### config.mk
export PLATFORM = sky130hd
export DESIGN_NAME = pipeline_hazard_ctrl_flat
export DESIGN_NICKNAME = d
export VERILOG_FILES = /design/src/rtl/pipeline_hazard_ctrl_pkg.sv /design/src/rtl/pipeline_hazard_ctrl_if.sv /design/src/rtl/pipeline_hazard_ctrl_hazard_detect.sv /design/src/rtl/pipeline_hazard_ctrl.sv /design/src/flat_wrapper.sv
export SDC_FILE = /design/constraint.sdc
export NUM_CORES = 1
export LEC_CHECK = 0
export CORE_UTILIZATION = 40
export CTS_BUF_LIST = sky130_fd_sc_hd__clkbuf_16
export CTS_CLUSTER_SIZE = 40
export DETAILED_ROUTE_END_ITERATION = 12
export PLACE_DENSITY_LB_ADDON = 0.08
export SLEW_MARGIN = 20
export SYNTH_ARGS = -nofsm -noshare
export SYNTH_HDL_FRONTEND = slang
export SYNTH_HIERARCHICAL = 1
export SYNTH_SLANG_ARGS = --single-unit
### constraint.sdc
create_clock -name clk -period 1.5 [get_ports clk]
set_clock_uncertainty 0.1 [all_clocks]
set_input_delay 0.225 -clock clk [delete_from_list [all_inputs] [get_ports clk]]
set_output_delay 0.225 -clock clk [all_outputs]
set_load 0.05 [all_outputs]
### src/rtl/pipeline_hazard_ctrl_pkg.sv
// Shared types and defaults for the pipeline hazard controller.
package pipeline_hazard_ctrl_pkg;

   localparam int unsigned REG_W_DEF        = 5;
   localparam int unsigned MEM_TIMEOUT_DEF  = 255;
   localparam int unsigned DRAIN_CYCLES_DEF = 2;

   typedef enum logic [1:0] {
      RUN      = 2'd0,
      MEM_WAIT = 2'd1,
      DRAIN    = 2'd2,
      HALTED   = 2'd3
   } state_t;

   // Per-cycle pipeline control bundle produced by the output decode.
   typedef struct packed {
      logic mem_req;
      logic pc_stall;
      logic pc_sel_branch;
      logic stall_if_id;
      logic stall_id_ex;
      logic stall_ex_mem;
      logic flush_if_id;
      logic flush_id_ex;
      logic flush_ex_mem;
      logic flush_mem_wb;
   } ctrl_t;

endpackage

### src/rtl/pipeline_hazard_ctrl_if.sv
// Data/sprite memory request/ready handshake seen by the hazard controller.
interface pipeline_hazard_ctrl_if;

   logic mem_req;
   logic mem_rdy;

   modport master (output mem_req, input mem_rdy);
   modport slave  (input mem_req, output mem_rdy);

endinterface

### src/rtl/pipeline_hazard_ctrl_hazard_detect.sv
// Load-use hazard compare between the load in EX and the sources read in ID.
module hazard_detect
   import pipeline_hazard_ctrl_pkg::*;
#(
   parameter int unsigned REG_W = REG_W_DEF
) (
   input  logic [REG_W-1:0] ID_s_reg,
   input  logic [REG_W-1:0] ID_t_reg,
   input  logic             ID_use_s,
   input  logic             ID_use_t,
   input  logic             EX_re,
   input  logic             EX_use_dst_reg,
   input  logic [REG_W-1:0] EX_dst_reg,
   output logic             load_use
);

   logic dst_live;
   logic s_hit;
   logic t_hit;

   // Register 0 is hardwired, so a load targeting it never creates a hazard.
   always_comb begin
      dst_live = EX_re && EX_use_dst_reg && (EX_dst_reg != '0);
      s_hit    = ID_use_s && (ID_s_reg == EX_dst_reg);
      t_hit    = ID_use_t && (ID_t_reg == EX_dst_reg);
      load_use = dst_live && (s_hit || t_hit);
   end

endmodule

### src/rtl/pipeline_hazard_ctrl.sv
// Stall/flush sequencer for the 5-stage pipeline: load-use, memory wait,
// taken-branch squash and hlt drain.
module pipeline_hazard_ctrl
   import pipeline_hazard_ctrl_pkg::*;
#(
   parameter int unsigned REG_W        = REG_W_DEF,
   parameter int unsigned MEM_TIMEOUT  = MEM_TIMEOUT_DEF,
   parameter int unsigned DRAIN_CYCLES = DRAIN_CYCLES_DEF
) (
   input  logic                   clk,
   input  logic                   rst_n,
   input  logic [REG_W-1:0]       ID_s_reg,
   input  logic [REG_W-1:0]       ID_t_reg,
   input  logic                   ID_use_s,
   input  logic                   ID_use_t,
   input  logic                   EX_re,
   input  logic                   EX_use_dst_reg,
   input  logic [REG_W-1:0]       EX_dst_reg,
   input  logic                   MEM_re,
   input  logic                   MEM_we,
   input  logic                   MEM_branch_taken,
   input  logic                   MEM_hlt,
   pipeline_hazard_ctrl_if.master mem,
   output logic                   pc_stall,
   output logic                   pc_sel_branch,
   output logic                   stall_if_id,
   output logic                   stall_id_ex,
   output logic                   stall_ex_mem,
   output logic                   flush_if_id,
   output logic                   flush_id_ex,
   output logic                   flush_ex_mem,
   output logic                   flush_mem_wb,
   output logic                   halted,
   output logic                   mem_err
);

   localparam int unsigned WAIT_W  = $clog2(MEM_TIMEOUT + 1);
   localparam int unsigned DRAIN_W = (DRAIN_CYCLES > 1) ? $clog2(DRAIN_CYCLES) : 1;
   localparam logic [WAIT_W-1:0]  WAIT_MAX   = WAIT_W'(MEM_TIMEOUT);
   localparam logic [DRAIN_W-1:0] DRAIN_LAST = DRAIN_W'(DRAIN_CYCLES - 1);

   state_t              state_q, state_d;
   logic [WAIT_W-1:0]   wait_cnt_q, wait_cnt_d;
   logic [DRAIN_W-1:0]  drain_cnt_q, drain_cnt_d;
   logic                halted_q, halted_d;
   logic                mem_err_q, mem_err_d;
   logic                load_use;
   logic                mem_pend;
   logic                mem_hold;
   ctrl_t               ctrl;

   hazard_detect #(.REG_W(REG_W)) u_hazard_detect (
      .ID_s_reg       (ID_s_reg),
      .ID_t_reg       (ID_t_reg),
      .ID_use_s       (ID_use_s),
      .ID_use_t       (ID_use_t),
      .EX_re          (EX_re),
      .EX_use_dst_reg (EX_use_dst_reg),
      .EX_dst_reg     (EX_dst_reg),
      .load_use       (load_use)
   );

   assign mem_pend = MEM_re | MEM_we;
   assign mem_hold = mem_pend && !mem.mem_rdy;

   // State, counters and sticky flags; reset returns straight to RUN.
   always_ff @(posedge clk or negedge rst_n) begin
      if (!rst_n) begin
         state_q     <= RUN;
         wait_cnt_q  <= '0;
         drain_cnt_q <= '0;
         halted_q    <= 1'b0;
         mem_err_q   <= 1'b0;
      end else begin
         state_q     <= state_d;
         wait_cnt_q  <= wait_cnt_d;
         drain_cnt_q <= drain_cnt_d;
         halted_q    <= halted_d;
         mem_err_q   <= mem_err_d;
      end
   end

   // Next-state: the first unanswered request cycle in RUN already counts as a wait cycle.
   always_comb begin
      state_d     = state_q;
      wait_cnt_d  = wait_cnt_q;
      drain_cnt_d = drain_cnt_q;
      halted_d    = halted_q;
      mem_err_d   = mem_err_q;
      case (state_q)
         RUN: begin
            if (mem_hold) begin
               state_d    = MEM_WAIT;
               wait_cnt_d = WAIT_W'(1);
            end else if (MEM_hlt) begin
               state_d     = DRAIN;
               drain_cnt_d = '0;
            end
         end
         MEM_WAIT: begin
            if (mem.mem_rdy) begin
               state_d    = RUN;
               wait_cnt_d = '0;
            end else if (wait_cnt_q == WAIT_MAX) begin
               state_d   = HALTED;
               mem_err_d = 1'b1;
               halted_d  = 1'b1;
            end else if (wait_cnt_q != '1) begin
               wait_cnt_d = wait_cnt_q + 1'b1;
            end
         end
         DRAIN: begin
            if (drain_cnt_q == DRAIN_LAST) begin
               state_d  = HALTED;
               halted_d = 1'b1;
            end else begin
               drain_cnt_d = drain_cnt_q + 1'b1;
            end
         end
         HALTED: state_d = HALTED;
         default: state_d = RUN;
      endcase
   end

   // Output decode; priority HALTED > memory wait > hlt > branch > load-use, all low in reset.
   always_comb begin
      ctrl = '0;
      if (rst_n) begin
         case (state_q)
            RUN: begin
               ctrl.mem_req = mem_pend;
               if (mem_hold) begin
                  ctrl.pc_stall     = 1'b1;
                  ctrl.stall_if_id  = 1'b1;
                  ctrl.stall_id_ex  = 1'b1;
                  ctrl.stall_ex_mem = 1'b1;
                  ctrl.flush_mem_wb = 1'b1;
               end else if (MEM_hlt) begin
                  ctrl.pc_stall     = 1'b1;
                  ctrl.flush_if_id  = 1'b1;
                  ctrl.flush_id_ex  = 1'b1;
                  ctrl.flush_ex_mem = 1'b1;
               end else if (MEM_branch_taken) begin
                  ctrl.pc_sel_branch = 1'b1;
                  ctrl.flush_if_id   = 1'b1;
                  ctrl.flush_id_ex   = 1'b1;
                  ctrl.flush_ex_mem  = 1'b1;
               end else if (load_use) begin
                  ctrl.pc_stall    = 1'b1;
                  ctrl.stall_if_id = 1'b1;
                  ctrl.flush_id_ex = 1'b1;
               end
            end
            MEM_WAIT: begin
               ctrl.mem_req = 1'b1;
               if (!mem.mem_rdy) begin
                  ctrl.pc_stall     = 1'b1;
                  ctrl.stall_if_id  = 1'b1;
                  ctrl.stall_id_ex  = 1'b1;
                  ctrl.stall_ex_mem = 1'b1;
                  ctrl.flush_mem_wb = 1'b1;
               end else if (MEM_branch_taken) begin
                  ctrl.pc_sel_branch = 1'b1;
                  ctrl.flush_if_id   = 1'b1;
                  ctrl.flush_id_ex   = 1'b1;
                  ctrl.flush_ex_mem  = 1'b1;
               end
            end
            DRAIN: begin
               ctrl.pc_stall     = 1'b1;
               ctrl.flush_if_id  = 1'b1;
               ctrl.flush_id_ex  = 1'b1;
               ctrl.flush_ex_mem = 1'b1;
            end
            HALTED: begin
               ctrl.pc_stall     = 1'b1;
               ctrl.flush_if_id  = 1'b1;
               ctrl.flush_id_ex  = 1'b1;
               ctrl.flush_ex_mem = 1'b1;
               ctrl.flush_mem_wb = 1'b1;
            end
            default: ctrl = '0;
         endcase
      end
   end

   assign mem.mem_req     = ctrl.mem_req;
   assign pc_stall        = ctrl.pc_stall;
   assign pc_sel_branch   = ctrl.pc_sel_branch;
   assign stall_if_id     = ctrl.stall_if_id;
   assign stall_id_ex     = ctrl.stall_id_ex;
   assign stall_ex_mem    = ctrl.stall_ex_mem;
   assign flush_if_id     = ctrl.flush_if_id;
   assign flush_id_ex     = ctrl.flush_id_ex;
   assign flush_ex_mem    = ctrl.flush_ex_mem;
   assign flush_mem_wb    = ctrl.flush_mem_wb;
   assign halted          = halted_q;
   assign mem_err         = mem_err_q;

endmodule

### src/flat_wrapper.sv
// flat-port wrapper written by rule: the top's interface ports become plain ports
module pipeline_hazard_ctrl_flat import pipeline_hazard_ctrl_pkg::*;
#(
   parameter int unsigned REG_W        = REG_W_DEF,
   parameter int unsigned MEM_TIMEOUT  = MEM_TIMEOUT_DEF,
   parameter int unsigned DRAIN_CYCLES = DRAIN_CYCLES_DEF
)
  (clk, rst_n, ID_s_reg, ID_t_reg, ID_use_s, ID_use_t, EX_re, EX_use_dst_reg, EX_dst_reg, MEM_re, MEM_we, MEM_branch_taken, MEM_hlt, pc_stall, pc_sel_branch, stall_if_id, stall_id_ex, stall_ex_mem, flush_if_id, flush_id_ex, flush_ex_mem, flush_mem_wb, halted, mem_err, mem_mem_req, mem_mem_rdy);
  pipeline_hazard_ctrl_if mem_i ();
  input  logic clk;
  input  logic rst_n;
  input  logic [REG_W-1:0] ID_s_reg;
  input  logic [REG_W-1:0] ID_t_reg;
  input  logic ID_use_s;
  input  logic ID_use_t;
  input  logic EX_re;
  input  logic EX_use_dst_reg;
  input  logic [REG_W-1:0] EX_dst_reg;
  input  logic MEM_re;
  input  logic MEM_we;
  input  logic MEM_branch_taken;
  input  logic MEM_hlt;
  output logic pc_stall;
  output logic pc_sel_branch;
  output logic stall_if_id;
  output logic stall_id_ex;
  output logic stall_ex_mem;
  output logic flush_if_id;
  output logic flush_id_ex;
  output logic flush_ex_mem;
  output logic flush_mem_wb;
  output logic halted;
  output logic mem_err;
  output wire logic [$bits(mem_i.mem_req)-1:0] mem_mem_req;
  input wire logic [$bits(mem_i.mem_rdy)-1:0] mem_mem_rdy;
  assign mem_mem_req = mem_i.mem_req;
  assign mem_i.mem_rdy = mem_mem_rdy;
  pipeline_hazard_ctrl #(.REG_W(REG_W), .MEM_TIMEOUT(MEM_TIMEOUT), .DRAIN_CYCLES(DRAIN_CYCLES)) u_core (.clk(clk), .rst_n(rst_n), .ID_s_reg(ID_s_reg), .ID_t_reg(ID_t_reg), .ID_use_s(ID_use_s), .ID_use_t(ID_use_t), .EX_re(EX_re), .EX_use_dst_reg(EX_use_dst_reg), .EX_dst_reg(EX_dst_reg), .MEM_re(MEM_re), .MEM_we(MEM_we), .MEM_branch_taken(MEM_branch_taken), .MEM_hlt(MEM_hlt), .mem(mem_i), .pc_stall(pc_stall), .pc_sel_branch(pc_sel_branch), .stall_if_id(stall_if_id), .stall_id_ex(stall_id_ex), .stall_ex_mem(stall_ex_mem), .flush_if_id(flush_if_id), .flush_id_ex(flush_id_ex), .flush_ex_mem(flush_ex_mem), .flush_mem_wb(flush_mem_wb), .halted(halted), .mem_err(mem_err));
endmodule
==> flow_summary.ini, run 1 <==
[status]
status = finished with violations
violations = negative setup slack

[worst_setup_path]
endpoint_kind = output pin
required_ps = 1170
crit_path_cell_trace = buf_8 > xor2_1 > nor4_1 > nand3_1 > a21oi_2 > nor2b_4 > o31ai_2 > a21boi_2 > buf_6
critical_path_class = input port to output pin
crit_arrival_ps = 1860
max_stage_delay_ps = 430
crit_family = simple AND/OR/NAND/NOR gates
crit_buf_inv = 2
crit_slowest_cell = nor4_1
critPathMaxFanout = 3
start_kind = input port

[synthesis]
synth.top_cells.by_area = dfrtp_1 31%, xor2_1 6.7%, o21ai_0 5.7%
ys_seq_area_frac = 0.310
syn-num-nets = 146
synth_top_cell_area_share = 0.310
synth_cells = 119
yosys.area.top_type = dfrtp_1
synth_edf_count = 0
synth.distinct_cells = 44
netlist_area_um2 = 1050
syn_area_per_cell_um2 = 8.81
ys_seq_elements = 13
ys_warn_count = 6
synthArstFlopShare = 1.00
ys.flop_type = dfrtp_1

[global_route]
grt_use_total = 0.284
overflow = 0
antenna_found_initial = 0
grt_pass1_vias = 1196
grt_first_pass_wirelength_um = 5550
grt_max_degree = 17

[sta]
hold_violations = 0
slew_headroom = 0.713
rsz0062_at_grt = true
fin_ws_ps = -684
fmax_mhz = 458
layout_worst_path_cycle_share = 1.46
worstMarginPinSlew_ps = 427
drv_slew = 0
hold_slack_ps = 174
setup_viol = 20
post-route-min-period_ps = 2180

[place]
numPortBuffers = 37
placed_area_um2 = 1870
detailedPlace.worstSlack_ps = -972
dpl.hpwl_um = 2630
gp_congestion = 0.832

[die]
fp.dieW_um = 53.2
die-area_um2 = 2830
rows = 18
die_h_um = 53.2
core_um2 = 2480
start_util = 0.423
io_pins = 38

[clock_tree]
cts_tree = done
postCtsHoldBufs = 0
cts_root_buf = clkbuf_16
clockBufferDepth = 2
clkSlewWorstSetupHoldPaths_ps = 40
numCtsBuffers = 3
clk_latency_ps = 240
cts_sinks = 13
htreeDepth = 1

[pwr]
p_int_w = 0.000875
vdd_ir_drop_max_mv = 1.16
power_density_nw_per_um2 = 521
p_sw_w = 0.000318
seqPwrFrac = 0.317
total_leakage_power_nw = 0.971
power_frac_clock = 0.423
p_sw_frac = 0.266
power_frac_comb = 0.260

[min_path]
min_path_type = input port to asynchronous set/reset pin

[detailed_routing]
drt_iter0_markers = 43
antenna_left = 0
first_pass_iters = 4
drt_wl_total_um = 4630
drc = 0
vias_per_cell = 5.93
num_vias = 1353
wire_per_inst_um = 20.3

[finish]
layout-drive-gt1-share = 0.621
design_area_um2 = 2290
fin_util = 0.924
diodes = 0
final_net_count = 226
area_growth_pct = 118

[job]
maxCapViolCount = 0
[cells in the mapped netlist, types with 2 or more instances]
cell	n
a21oi_1	4
and4_1	2
buf_2	3
buf_4	2
clkbuf_1	2
dfrtp_1	13
inv_1	3
mux2i_1	5
nand2_1	7
nand3_1	7
nor2_1	4
nor3_1	4
nor4_1	6
o21a_1	2
o21ai_0	12
o21bai_1	6
o31ai_1	2
xnor2_1	2
xor2_1	8
[cell type report]
type | count | area (um2)
clock inverters | 1 | 3.75
clock buffers | 3 | 75.1
fillers | 88 | 188
repair buffers | 82 | 855
flip-flops and latches | 13 | 328
multi-input cells | 95 | 963
well taps | 30 | 37.5
inverters | 4 | 27.5
[layer usage]
metal,track usage,part of all wire,wire length (um),up-vias
met5,0,0,0,-
met2,0.515,0.51,2380,59
met3,0.0575,0.057,266,20
met1,0.297,0.38,1780,668
li1,-,-,-,606
met4,0.167,0.044,205,0
[cells in the final DEF (no fill, tap or decap), types with 3 or more instances in the layout]
master           instances
buf_4                   28
nor3_4                   4
mux2i_1                  5
clkbuf_2                 4
nor4_4                   4
nand3_1                  5
buf_6                   19
o21bai_1                 6
clkdlybuf4s50_1          5
buf_2                    5
o21ai_0                  8
dfrtp_1                 11
dlymetal6s2s_1           3
clkbuf_16                3
buf_12                  11
nand2_1                  3
clkdlybuf4s15_1          3
xor2_1                   8
o21ai_2                  4
[power by group through the flow]
| stage | sequential, W | clock (W) | combinational, W |
|---|---|---|---|
| global placement | 0.000377 | 0 | 0.000271 |
| detailed placement | 0.000380 | 0 | 0.000284 |
| floorplan | 0.000379 | 0 | 0.000106 |
| finish | 0.000378 | 0.000504 | 0.000309 |
| global route | 0.000379 | 0.000526 | 0.000327 |
| CTS | 0.000376 | 0.000509 | 0.000279 |
[worst reg2reg max path, cell delays in order, from the launching register on]
cell,delay [ps]
dfrtp_1,400
ha_4,180
nand4_4,120
nor3_4,280
buf_6,150
nor3_2,50
mux2_4,310
[metrics by stage]
stage	power, W	instances	TNS [ps]
global route	0.00123	228	-5470
global placement	0.000649	211	-9910
detailed placement	0.000664	211	-10830
CTS	0.00116	216	-3200
floorplan	0.000485	119	-1380
finish	0.00119	228	-4720
[sequential cells by signal, summed over array words and instances, names as in the netlist]
| register | cells |
|---|---|
| u_core/drain_cnt_q | 1 |
| u_core/state_q | 2 |
| u_core/halted | 1 |
| u_core/wait_cnt_q | 8 |
| u_core/mem_err | 1 |
[cells by family after synthesis]
kind of cell	share of synthesized area
adders and majority gates	0.0119
xor gates and xnor gates	0.0835
muxes	0.0621
and+or+nand+nor	0.239
buffers and inverters	0.0501
AOI/OAI and AO/OA	0.243
DFF	0.310
[worst paths after layout]
check	start	to	slack (ps)	depth (start not counted)
setup / recovery	EX_dst_reg[0]	pc_stall	-680	9
hold / removal	rst_n	u_core/wait_cnt_q[1]$_DFFE_PN0P_	170	2
setup reg to reg	u_core/wait_cnt_q[1]$_DFFE_PN0P_	u_core/wait_cnt_q[0]$_DFFE_PN0P_	-210	6
hold reg to reg	u_core/mem_err$_DFFE_PN0P_	u_core/mem_err$_DFFE_PN0P_	420	1
max in group asynchronous	rst_n	u_core/wait_cnt_q[3]$_DFFE_PN0P_	940	2
min in group clk	u_core/mem_err$_DFFE_PN0P_	u_core/mem_err$_DFFE_PN0P_	420	1
[repair_timing]
action                                  4_1_cts  5_1_grt
gates resized for setup                      72       57
cloned                                        0        1
endpoints found under the setup margin       21       20
pin swaps                                    23       31
buffers inserted                              3       15
(Power assumes the default switching activity.)
==> inputs of run 2 (changes only) <==
--- a/config.mk
+++ b/config.mk
@@ -5,11 +5,13 @@
 export SDC_FILE = /design/constraint.sdc
 export NUM_CORES = 1
 export LEC_CHECK = 0
-export CORE_UTILIZATION = 40
+export CELL_PAD_IN_SITES_DETAIL_PLACEMENT = 0
+export CELL_PAD_IN_SITES_GLOBAL_PLACEMENT = 1
+export CORE_UTILIZATION = 29
 export CTS_BUF_LIST = sky130_fd_sc_hd__clkbuf_16
 export CTS_CLUSTER_SIZE = 40
 export DETAILED_ROUTE_END_ITERATION = 12
-export PLACE_DENSITY_LB_ADDON = 0.08
+export PLACE_DENSITY_LB_ADDON = 0.1
 export SLEW_MARGIN = 20
 export SYNTH_ARGS = -nofsm -noshare
 export SYNTH_HDL_FRONTEND = slang
==> flow_summary.ini, run 2 (synthesis results as in run 1) <==
[sta]
post-route-min-period_ps = 2070
worstMarginPinSlew_ps = 457
layout_worst_path_cycle_share = 1.38
tns_ps = -3650
rsz0062_at_grt = true
setup_viol = 18
fmax_mhz = 483
drv_slew = 0
fin_ws_ps = -570
hold_violations = 0
slew_headroom = 0.694

[pwr]
power_density_nw_per_um2 = 515
total_leakage_power_nw = 0.946
vdd_ir_drop_max_mv = 0.478

[global_route]
grt_first_pass_wirelength_um = 5510
grt_max_degree = 17
antenna_found_initial = 0
overflow = 0
grt_use_total = 0.177
grt_pass1_vias = 1293

[clock_tree]
clockBufferDepth = 2
htreeDepth = 1
cts_sinks = 13
cts_root_buf = clkbuf_16
postCtsHoldBufs = 0
cts_tree = done
clk_latency_ps = 240
numCtsBuffers = 3
clkSlewWorstSetupHoldPaths_ps = 40

[die]
start_util = 0.309
fp.dieW_um = 62.1
io_pins = 38
die_h_um = 62.1
core_um2 = 3390
rows = 21
die-area_um2 = 3860

[detailed_routing]
antenna_left = 0
drt_iter0_markers = 28
num_vias = 1257
drt_wl_total_um = 3790
drc = 0
wire_per_inst_um = 15.4
first_pass_iters = 4
vias_per_cell = 5.11

[worst_setup_path]
crit_path_cell_trace = buf_8 > or4_4 > o211ai_2 > a21oi_2 > nor2b_2 > o31ai_2 > a21boi_2 > buf_6
start_kind = input port
r2r.worst_path.cells = 6
crit_arrival_ps = 1740
r2r-start = u_core/wait_cnt_q[0]$_DFFE_PN0P_
critPathMaxFanout = 3
ff2ff_setup_slack_ps = -120
endpoint_kind = output pin
crit_slowest_cell = or4_4
critical_path_class = input port to output pin
required_ps = 1170
reg2reg_to = u_core/wait_cnt_q[2]$_DFFE_PN0P_
max_stage_delay_ps = 520

[finish]
final_net_count = 228
largest_register_ffs = 8
design_area_um2 = 2270
fin_util = 0.670
reg.largest.list = u_core/wait_cnt_q x8, u_core/state_q x2
diodes = 0
regArea_um2 = 327
nFillCells = 267
regMostFlops = u_core/wait_cnt_q
multi_input_area_um2 = 932
final_common_cell = buf_4
final_cell_mix = 35 x buf_4, 14 x buf_6, 12 x dfrtp_1
area_growth_pct = 117
layout-drive-gt1-share = 0.595

[status]
status = finished with violations
violations = negative setup slack

[place]
gp_congestion = 0.807
dpl.hpwl_um = 2540
placed_area_um2 = 1900
numPortBuffers = 37

[job]
maxCapViolCount = 0

[min_path]
min_path_type = input port to asynchronous set/reset pin
-- run 2: cell count changes in the layout (fill, tap and decap cells not counted), sizes merged --
| cell | before | now |
|---|---|---|
| buf | 65 | 66 |
| dlygate4sd2 | 2 | 3 |
| dlymetal6s2s | 3 | 0 |
| clkbuf | 7 | 5 |
| clkdlybuf4s50 | 5 | 8 |
| clkdlybuf4s15 | 3 | 5 |
-- run 2: critical path, delay by kind of cell --
| family | cells | cell delay (ps) |
|---|---|---|
| AOI/OAI and AO/OA | 4 | 570 |
| buffers and inverters | 2 | 260 |
| and+or+nand+nor | 2 | 680 |
-- run 2: worst max-delay path by stage --
| stage | startpoint | end | slack (ps) | cells after the start |
|---|---|---|---|---|
| floorplan | EX_dst_reg[1] | pc_stall | -430 | 7 |
| global placement | EX_dst_reg[3] | stall_if_id | -930 | 9 |
| detailed placement | EX_dst_reg[4] | pc_stall | -970 | 8 |
| CTS | EX_dst_reg[4] | pc_stall | -580 | 8 |
| global route | EX_dst_reg[3] | pc_stall | -630 | 10 |
| finish | EX_dst_reg[4] | pc_stall | -570 | 8 |
-- run 2: layout make-up --
class / instances / area share
clock buffer: 3 / 0.0330
clock inverter: 1 / 0.00165
inverter: 4 / 0.0110
multi-input combinational: 95 / 0.410
sequential: 13 / 0.144
tap: 46 / 0.0253
timing repair buffer: 84 / 0.375
-- run 2: per-stage QoR --
step	power, W	instances	hold slack (ps)	worst slack [ps]
finish	0.00117	246	97.3	-570
global placement	0.000650	230	404	-928
global route	0.00122	246	110	-630
CTS	0.00116	238	97.5	-575
floorplan	0.000485	119	-171	-429
detailed placement	0.000655	230	411	-967
-- run 2: repair_timing --
action | in CTS | in global routing
setup endpoints to repair | 21 | 19
pin swaps | 22 | 27
gates resized for setup | 75 | 34
buffers inserted | 6 | 11
-- run 2: per-layer routing --
layer  global-route usage  up-vias  share of wire
li1                     -      607              -
met3               0.0368        4          0.037
met2                0.324       30           0.56
met5                    0        -              0
met4               0.0523        0         0.0050
met1                0.206      616           0.40
-- run 2: power breakdown --
| part | switching [W] | internal (W) | total, W |
|---|---|---|---|
| clock network | 0.000145 | 0.000351 | 0.000496 |
| registers | 0.0000124 | 0.000362 | 0.000375 |
| logic | 0.000136 | 0.000163 | 0.000298 |
| total | 0.000293 | 0.000876 | 0.00117 |
==> inputs of run 3 (changes only) <==
--- a/config.mk
+++ b/config.mk
@@ -7,10 +7,11 @@
 export LEC_CHECK = 0
 export CELL_PAD_IN_SITES_DETAIL_PLACEMENT = 0
 export CELL_PAD_IN_SITES_GLOBAL_PLACEMENT = 1
-export CORE_UTILIZATION = 29
-export CTS_BUF_LIST = sky130_fd_sc_hd__clkbuf_16
+export CORE_UTILIZATION = 30
+export CTS_BUF_LIST = sky130_fd_sc_hd__clkbuf_8
 export CTS_CLUSTER_SIZE = 40
 export DETAILED_ROUTE_END_ITERATION = 12
+export MAX_ROUTING_LAYER = met4
 export PLACE_DENSITY_LB_ADDON = 0.1
 export SLEW_MARGIN = 20
 export SYNTH_ARGS = -nofsm -noshare
==> flow_summary.ini, run 3 (synthesis results as in run 1) <==
[status]
status = finished with violations
violations = negative setup slack

[sta]
hold_slack_ps = 58.9
layout_worst_path_cycle_share = 1.40
fin_ws_ps = -604
worstMarginPinSlew_ps = 279
post-route-min-period_ps = 2100
fmax_mhz = 475
rsz0062_at_grt = true
slew_headroom = 0.813
hold_violations = 0
setup_viol = 17
drv_slew = 0

[detailed_routing]
drt_wl_total_um = 4160
wire_per_inst_um = 16.5
vias_per_cell = 5.33
drt_iter0_markers = 40
drc = 0
antenna_left = 0
first_pass_iters = 4
num_vias = 1343

[finish]
multi_input_area_um2 = 945
reg.largest.list = u_core/wait_cnt_q x8, u_core/state_q x2
nFillCells = 254
area_growth_pct = 124
final_net_count = 234
regMostFlops = u_core/wait_cnt_q
layout-drive-gt1-share = 0.607
final_cells = 252
final_cell_mix = 33 x buf_4, 20 x buf_6, 12 x buf_12
final_common_cell = buf_4
regArea_um2 = 328
diodes = 0
largest_register_ffs = 8

[global_route]
grt_use_total = 0.208
grt_max_degree = 21
antenna_found_initial = 0
overflow = 0
grt_pass1_vias = 1312
grt_first_pass_wirelength_um = 5660

[place]
dpl.hpwl_um = 2660
gp_congestion = 0.862
numPortBuffers = 37
dp_cells = 235

[die]
die_h_um = 61.1
start_util = 0.314
core_um2 = 3340
die-area_um2 = 3740
io_pins = 38
fp.dieW_um = 61.1
rows = 21

[clock_tree]
cts_sinks = 13
clk_latency_ps = 240
cts_tree = done
htreeDepth = 1
clockBufferDepth = 2
clkSlewWorstSetupHoldPaths_ps = 60
postCtsHoldBufs = 0
cts_root_buf = clkbuf_8
numCtsBuffers = 3

[worst_setup_path]
critical_path_class = input port to output pin
endpoint_kind = output pin
ff2ff_setup_slack_ps = -140
reg2reg_to = u_core/wait_cnt_q[4]$_DFFE_PN0P_
critPathMaxFanout = 3
r2r.worst_path.cells = 7
crit_arrival_ps = 1780
r2r-start = u_core/wait_cnt_q[1]$_DFFE_PN0P_
required_ps = 1170
start_kind = input port

[pwr]
power_density_nw_per_um2 = 424
vdd_ir_drop_max_mv = 0.297
total_leakage_power_nw = 0.981

[min_path]
min_path_type = input port to asynchronous set/reset pin

[job]
maxCapViolCount = 0
## run 3: final cells by class
cell class                      count  share of cell area
Timing Repair Buffer               90               0.400
Multi-Input combinational cell     95               0.403
Tap cell                           46              0.0246
Clock inverter                      1             0.00160
Clock buffer                        3              0.0176
Sequential cell                    13               0.140
Inverter                            4              0.0128
## run 3: what timing repair did
action | 4_1_cts | 5_1_grt
setup buffers | 9 | 8
endpoints found under the hold margin | 0 | 0
gates resized for setup | 80 | 37
endpoints found under the setup margin | 20 | 19
pin swaps | 26 | 30
cloned | 0 | 1
## run 3: per-stage QoR
stage	util	instance area (um2)	power, W	setup TNS [ps]	worst slack, ps
2_1_floorplan	-	1180	0.000485	-1380	-429
5_1_grt	0.702	2340	0.00103	-4930	-695
4_1_cts	0.647	2160	0.000974	-3440	-618
3_3_place_gp	0.589	1960	0.000660	-9620	-926
3_5_place_dp	0.589	1960	0.000666	-10240	-1010
6_report	0.702	2340	0.000995	-3820	-604
## run 3: critical path, cell delays in order
cell	delay, ps
buf_8	100
xor2_2	170
nor4_2	300
nand3_1	140
a21oi_2	230
nor2b_4	190
o31ai_4	70
a21boi_2	170
buf_6	180
## run 3: worst max path at each step
stage	startpoint	to	depth (start not counted)
3_3_place_gp	EX_dst_reg[3]	pc_stall	8
2_1_floorplan	EX_dst_reg[1]	pc_stall	7
6_report	EX_dst_reg[0]	pc_stall	9
3_5_place_dp	EX_dst_reg[1]	stall_if_id	8
4_1_cts	EX_dst_reg[1]	pc_stall	10
5_1_grt	EX_dst_reg[0]	pc_stall	9
## run 3: power by group
group / internal (W) / leakage, nW / switching (W)
clock: 0.000181 / 0.0269 / 0.000134
sequential: 0.000361 / 0.154 / 0.0000116
combinational: 0.000169 / 0.800 / 0.000138
## run 3: metal layers
metal,wire length [um],global-route usage,share of wire,vias to the layer above
met5,0,-,0,-
met4,23,0.0422,0.0055,0
met3,171,0.0399,0.041,4
met2,2400,0.394,0.58,51
met1,1560,0.223,0.37,667
li1,-,-,-,621
